## src/rtl/hazard_detection_unit.sv

```systemverilog
`default_nettype none
// ============================================================================
// Module      : hazard_detection_unit
// Description : ID-stage hazard detector and destination-tag tracker for a
//               5-stage ARM pipeline (IF/ID/EXE/MEM/WB). Keeps a shadow copy
//               of the destination tags of the instructions in EXE, MEM and
//               WB, exports the MEM/WB tags to the forwarding selects, raises
//               hazard_stall when an ID source cannot be forwarded, and counts
//               stall cycles with a saturating counter.
// Ports       : clk, rst (sync, active-low)
//               en_forwarding, freeze, flush            - pipeline control
//               id_valid, id_src1, id_src2, id_two_src,
//               id_dest, id_wb_en, id_mem_read          - ID instruction
//               hazard_stall                            - stall request
//               mem_dest/mem_wb_en, wb_dest/wb_wb_en    - forwarding tags
//               state (00 RUN, 01 STALL, 10 FROZEN), stall_cnt
// Revision    : 1.0 - initial release
// ============================================================================
module hazard_detection_unit #(
    parameter int REG_AW = 4,
    parameter int CNT_W  = 16
) (
    input  logic              clk,
    input  logic              rst,
    input  logic              en_forwarding,
    input  logic              freeze,
    input  logic              flush,
    input  logic              id_valid,
    input  logic [REG_AW-1:0] id_src1,
    input  logic [REG_AW-1:0] id_src2,
    input  logic              id_two_src,
    input  logic [REG_AW-1:0] id_dest,
    input  logic              id_wb_en,
    input  logic              id_mem_read,
    output logic              hazard_stall,
    output logic [REG_AW-1:0] mem_dest,
    output logic              mem_wb_en,
    output logic [REG_AW-1:0] wb_dest,
    output logic              wb_wb_en,
    output logic [1:0]        state,
    output logic [CNT_W-1:0]  stall_cnt
);

    typedef enum logic [1:0] {
        ST_RUN    = 2'b00,
        ST_STALL  = 2'b01,
        ST_FROZEN = 2'b10
    } state_t;

    localparam logic [CNT_W-1:0] C_CNT_MAX = '1;

    // Shadow pipeline registers
    logic [REG_AW-1:0] r_exe_dest;
    logic              r_exe_wb_en;
    logic              r_exe_mem_read;
    logic [REG_AW-1:0] r_mem_dest;
    logic              r_mem_wb_en;
    logic [REG_AW-1:0] r_wb_dest;
    logic              r_wb_wb_en;
    logic [CNT_W-1:0]  r_stall_cnt;
    state_t            r_state;
    state_t            w_state_next;

    logic w_src1_exe, w_src2_exe, w_src1_mem, w_src2_mem;
    logic w_dep_exe, w_dep_mem;
    logic w_hazard_raw;
    logic w_hazard_stall;
    logic w_exe_bubble;

    // Source matches against in-flight destinations. WB is deliberately
    // excluded: the register file writes on the falling edge, so ID reads
    // the fresh value in the same cycle.
    assign w_src1_exe = r_exe_wb_en && (r_exe_dest == id_src1);
    assign w_src2_exe = id_two_src && r_exe_wb_en && (r_exe_dest == id_src2);
    assign w_src1_mem = r_mem_wb_en && (r_mem_dest == id_src1);
    assign w_src2_mem = id_two_src && r_mem_wb_en && (r_mem_dest == id_src2);
    assign w_dep_exe  = w_src1_exe || w_src2_exe;
    assign w_dep_mem  = w_src1_mem || w_src2_mem;

    // With forwarding only a load in EXE is unservable (data not yet read);
    // without it, any producer still in EXE or MEM blocks the read.
    assign w_hazard_raw = en_forwarding ? (w_dep_exe && r_exe_mem_read)
                                        : (w_dep_exe || w_dep_mem);

    // Stall is suppressed in reset, while frozen (tags are held, so the
    // hazard reappears once freeze drops) and when the ID slot is dead.
    assign w_hazard_stall = rst && !freeze && !flush && id_valid && w_hazard_raw;

    assign w_exe_bubble = flush || w_hazard_stall || !id_valid;

    // Shadow pipeline advance
    always_ff @(posedge clk) begin
        if (!rst) begin
            r_exe_dest     <= '0;
            r_exe_wb_en    <= 1'b0;
            r_exe_mem_read <= 1'b0;
            r_mem_dest     <= '0;
            r_mem_wb_en    <= 1'b0;
            r_wb_dest      <= '0;
            r_wb_wb_en     <= 1'b0;
        end else if (!freeze) begin
            if (w_exe_bubble) begin
                r_exe_dest     <= '0;
                r_exe_wb_en    <= 1'b0;
                r_exe_mem_read <= 1'b0;
            end else begin
                r_exe_dest     <= id_dest;
                r_exe_wb_en    <= id_wb_en;
                r_exe_mem_read <= id_mem_read;
            end
            r_mem_dest  <= r_exe_dest;
            r_mem_wb_en <= r_exe_wb_en;
            r_wb_dest   <= r_mem_dest;
            r_wb_wb_en  <= r_mem_wb_en;
        end
    end

    // Saturating stall-cycle counter (stall is already masked by freeze)
    always_ff @(posedge clk) begin
        if (!rst) begin
            r_stall_cnt <= '0;
        end else if (w_hazard_stall && (r_stall_cnt != C_CNT_MAX)) begin
            r_stall_cnt <= r_stall_cnt + 1'b1;
        end
    end

    // FSM state register
    always_ff @(posedge clk) begin
        if (!rst) begin
            r_state <= ST_RUN;
        end else begin
            r_state <= w_state_next;
        end
    end

    // FSM next state: the same priority applies from every state, so
    // FROZEN exits to STALL or RUN on the first cycle freeze is low.
    always_comb begin
        w_state_next = ST_RUN;
        if (freeze) begin
            w_state_next = ST_FROZEN;
        end else if (w_hazard_stall) begin
            w_state_next = ST_STALL;
        end
    end

    assign hazard_stall = w_hazard_stall;
    assign mem_dest     = r_mem_dest;
    assign mem_wb_en    = r_mem_wb_en;
    assign wb_dest      = r_wb_dest;
    assign wb_wb_en     = r_wb_wb_en;
    assign state        = r_state;
    assign stall_cnt    = r_stall_cnt;

endmodule
`default_nettype wire
```

## config.mk

```make
export PLATFORM = sky130hd
export DESIGN_NAME = hazard_detection_unit
export DESIGN_NICKNAME = d
export VERILOG_FILES = /design/src/rtl/hazard_detection_unit.sv
export SDC_FILE = /design/constraint.sdc
export NUM_CORES = 1
export LEC_CHECK = 0
export ABC_AREA = 1
export BUFFER_PORTS_ARGS = -buffer_cell sky130_fd_sc_hd__buf_2
export CAP_MARGIN = 20
export CORE_MARGIN = 4
export CORE_UTILIZATION = 45
export CTS_BUF_LIST = sky130_fd_sc_hd__clkbuf_8
export DETAILED_ROUTE_END_ITERATION = 12
export GPL_TIMING_DRIVEN = 0
export PLACE_DENSITY = 0.7
export SLEW_MARGIN = 20
export SYNTH_ARGS = -nofsm -noshare
export SYNTH_HDL_FRONTEND = slang
export SYNTH_SLANG_ARGS = --single-unit
export TNS_END_PERCENT = 5
```

## constraint.sdc

```tcl
create_clock -name clk -period 4 [get_ports clk]
set_clock_uncertainty 0.15 [all_clocks]
set_input_delay 0.4 -clock clk [delete_from_list [all_inputs] [get_ports clk]]
set_output_delay 0.4 -clock clk [all_outputs]
set_load 0.05 [all_outputs]
```

==> results.py <==
metrics = {
    "critical_path": {
        "path_max_fanout": 9,
        "cp-start-kind": "register",
        "ff2ff_setup_slack_ns": 1.98,
        "cp.arrival_ns": 2.03,
        "cp_cell_sequence": "inv_1 > nand2_1 > nand2_1 > nor2_1 > nand3b_1 > nand2_1 > nand2_1 > nand2_2 > inv_1 > nor4_1 > buf_2",
        "critPathMaxStageDelay_ns": 0.41,
        "rr_worst_depth": 7,
        "endpoint_kind": "output port",
        "cpMostUsedCell": "nand2_1",
        "crit_type": "register to output port",
        "slowest_stage": "dfxtp_1",
        "r2r_start": "stall_cnt[0]",
        "worstPathRequired_ns": 3.45,
        "r2r_end": "stall_cnt[5]",
    },
    "logic_synthesis": {
        "syn_area_per_cell_um2": 6.78,
        "yosysWarnings": 0,
        "ys_ff_latch": 34,
        "synth_top_area_share_pct": 36.2,
        "synth_area_mm2": 0.00188,
        "synthCells": 277,
        "synth_nets": 299,
        "seq_area_frac_synth_pct": 36.2,
        "ys_types": 26,
        "netlist_top_cells_area": "dfxtp_1 36%, nand2_1 16%, nand4_1 6.3%",
        "yosys.area.top_type": "dfxtp_1",
    },
    "cts": {
        "cts-root-buf": "clkbuf_8",
        "cts-hold-fix-buffers": 0,
        "clk_path_buf_depth": 2,
        "cts_tree": "yes",
        "cts_made_buffers": 5,
        "htreeDepth": 2,
        "cts_setup_buffers": 0,
        "cts_sinks": 34,
        "clk_latency_ns": 0.28,
        "cts.repair.resized": 0,
        "clk_pin_slew_ns": 0.06,
    },
    "hold_path": {
        "hp-start": "id_mem_read",
        "hp-class": "input pin to register",
        "hold_end": "r_exe_mem_read",
        "min_path_cells": 3,
    },
    "cells_and_area": {
        "area_delta_synth_final_pct": 20.6,
        "fillCellCount": 403,
        "antenna_cells": 0,
        "drive_gt1_share_pct": 20.7,
        "final_nets": 355,
        "layout_common_cells": "80 x nand2_1, 49 x buf_2, 34 x dfxtp_1",
        "final_util_pct": 56.2,
        "mostFrequentLayoutCell": "nand2_1",
    },
    "placement": {
        "port_buffers": 49,
        "globalplace.congestion": 0.887,
        "hpwlAfterDp_um": 3570,
        "dp_slack_ns": 1.64,
    },
    "drt": {
        "wire_per_inst_um": 12.0,
        "viasPerCell": 4.99,
        "drtIter0Drc": 121,
        "drt_first_pass_iters": 4,
        "drc_errors": 0,
        "route.antenna.remaining_nets": 0,
        "wirelength_um": 4580,
        "vias": 1912,
    },
    "timing": {
        "worst_slew_pin_slew_ns": 0.528,
        "hold_violations": 0,
        "fmax_mhz": 388,
        "fin_crit_ns": 2.58,
        "finalHoldWorstSlack_ns": 0.194,
        "finalWorstSetupSlack_ns": 1.42,
        "timing.final.crit_share_pct": 64.5,
        "rsz0062_at_grt": "no",
        "maxSlewHeadroom_pct": 64.5,
        "drv_slew": 0,
        "setup_violations": 0,
        "setup_tns_ns": 0,
    },
    "grt": {
        "grt_pass1_wl_um": 7710,
        "globalRouteOverflowTotal": 0,
        "grt_max_degree": 11,
        "grt_pass1_vias": 1712,
        "grt_antenna_before_repair": 0,
        "grt_usage_pct": 18.8,
    },
    "floorplanning": {
        "die_h_um": 72.6,
        "ios": 50,
        "die_w_um": 72.6,
        "initial_core_util_pct": 46.6,
        "fp-row-count": 23,
        "coreArea_mm2": 0.00403,
        "die_area_mm2": 0.00527,
    },
    "power_and_ir_drop": {
        "pwr-share-comb_pct": 8.2,
        "clock_power_share_pct": 37.1,
        "p_sw_share_pct": 24.0,
        "static-leakage-power_uw": 0.00102,
        "p_total_uw": 628,
        "cell_internal_pwr_uw": 477,
        "p_switching_uw": 150,
        "seqPwrFrac_pct": 54.7,
        "p_per_area_mw_per_mm2": 277,
        "ir_worst_vdd_mv": 0.165,
    },
    "run_status": {
        "outcome": "finished, final reports clean",
    },
    "run": {
        "maxCapViolations": 0,
    },
}
[metal layers]
layer	up-vias	wire [um]	global-route usage, %
met1	842	2180	25.4
met3	8	336	5.37
li1	1009	-	-
met5	-	0	0
met2	53	1980	27.0
met4	0	81	9.63
[layout make-up]
class | count | area, um2 | share of cell area, %
Tap cell | 50 | 62.6 | 2.76
Sequential cell | 34 | 681 | 30.0
Clock inverter | 2 | 10.0 | 0.442
Buffer | 8 | 56.3 | 2.48
Inverter | 32 | 120 | 5.30
Multi-Input combinational cell | 203 | 1020 | 45.1
Clock buffer | 5 | 68.8 | 3.04
Timing Repair Buffer | 49 | 245 | 10.8
[per-stage QoR]
step | std cells | area [um2]
4_1_cts | 383 | 2270
3_3_place_gp | 376 | 2190
6_report | 383 | 2270
2_1_floorplan | 277 | 1880
3_5_place_dp | 376 | 2190
5_1_grt | 383 | 2270
[kinds of logic after synthesis]
family / count (synthesis) / synth area share [%]
fa+ha+maj: 1 / 0.666
simple gates: 153 / 37.0
buf+inv: 40 / 9.39
compound gates: 32 / 8.85
flops: 34 / 36.2
xor+xnor: 17 / 7.92
[Yosys cell counts]
library cell,count
buf_4,1
nand3b_1,1
dfxtp_1,34
clkbuf_1,4
nand2_1,80
nand4_2,1
buf_6,3
a21oi_1,15
nand4_1,19
nor3_2,1
inv_1,30
or2_4,1
nor3_4,1
nor2_2,1
xor2_1,12
nor4_1,2
nor2_1,28
ha_1,1
inv_2,2
nor3_1,2
xnor2_1,5
nand3_2,1
nand2_2,1
o22ai_1,5
o21ai_0,12
nand3_1,14
[critical path: cells and delay by family, from the launching register on]
family | cells | cell delay [ns]
buffers and inverters | 3 | 0.59
DFF | 1 | 0.41
and+or+nand+nor | 8 | 0.76
[power by group through the flow]
stage	Sequential [uW]	Clock, uW	Combinational [uW]
floorplan	356	0	25.7
global placement	351	0	51.5
detailed placement	351	0	51.6
CTS	343	243	51.8
global route	343	257	57.1
finish	343	233	51.3
[registers in the layout, indices dropped and copies added, names as in the netlist]
name,count
stall_cnt,16
mem_dest,4
r_exe_dest,4
wb_dest,4
state,2
mem_wb_en,1
r_exe_mem_read,1
r_exe_wb_en,1
wb_wb_en,1
[worst max path at each step]
| stage | startpoint | slack (ns) | cells past startpoint | end |
|---|---|---|---|---|
| floorplan | mem_dest[2] | 0.58 | 10 | hazard_stall |
| global placement | id_src2[1] | 1.64 | 12 | hazard_stall |
| detailed placement | id_src2[1] | 1.64 | 12 | hazard_stall |
| CTS | mem_dest[3] | 1.39 | 11 | hazard_stall |
| global route | mem_dest[3] | 1.21 | 11 | hazard_stall |
| finish | mem_dest[3] | 1.42 | 11 | hazard_stall |
(Power assumes the default switching activity.)
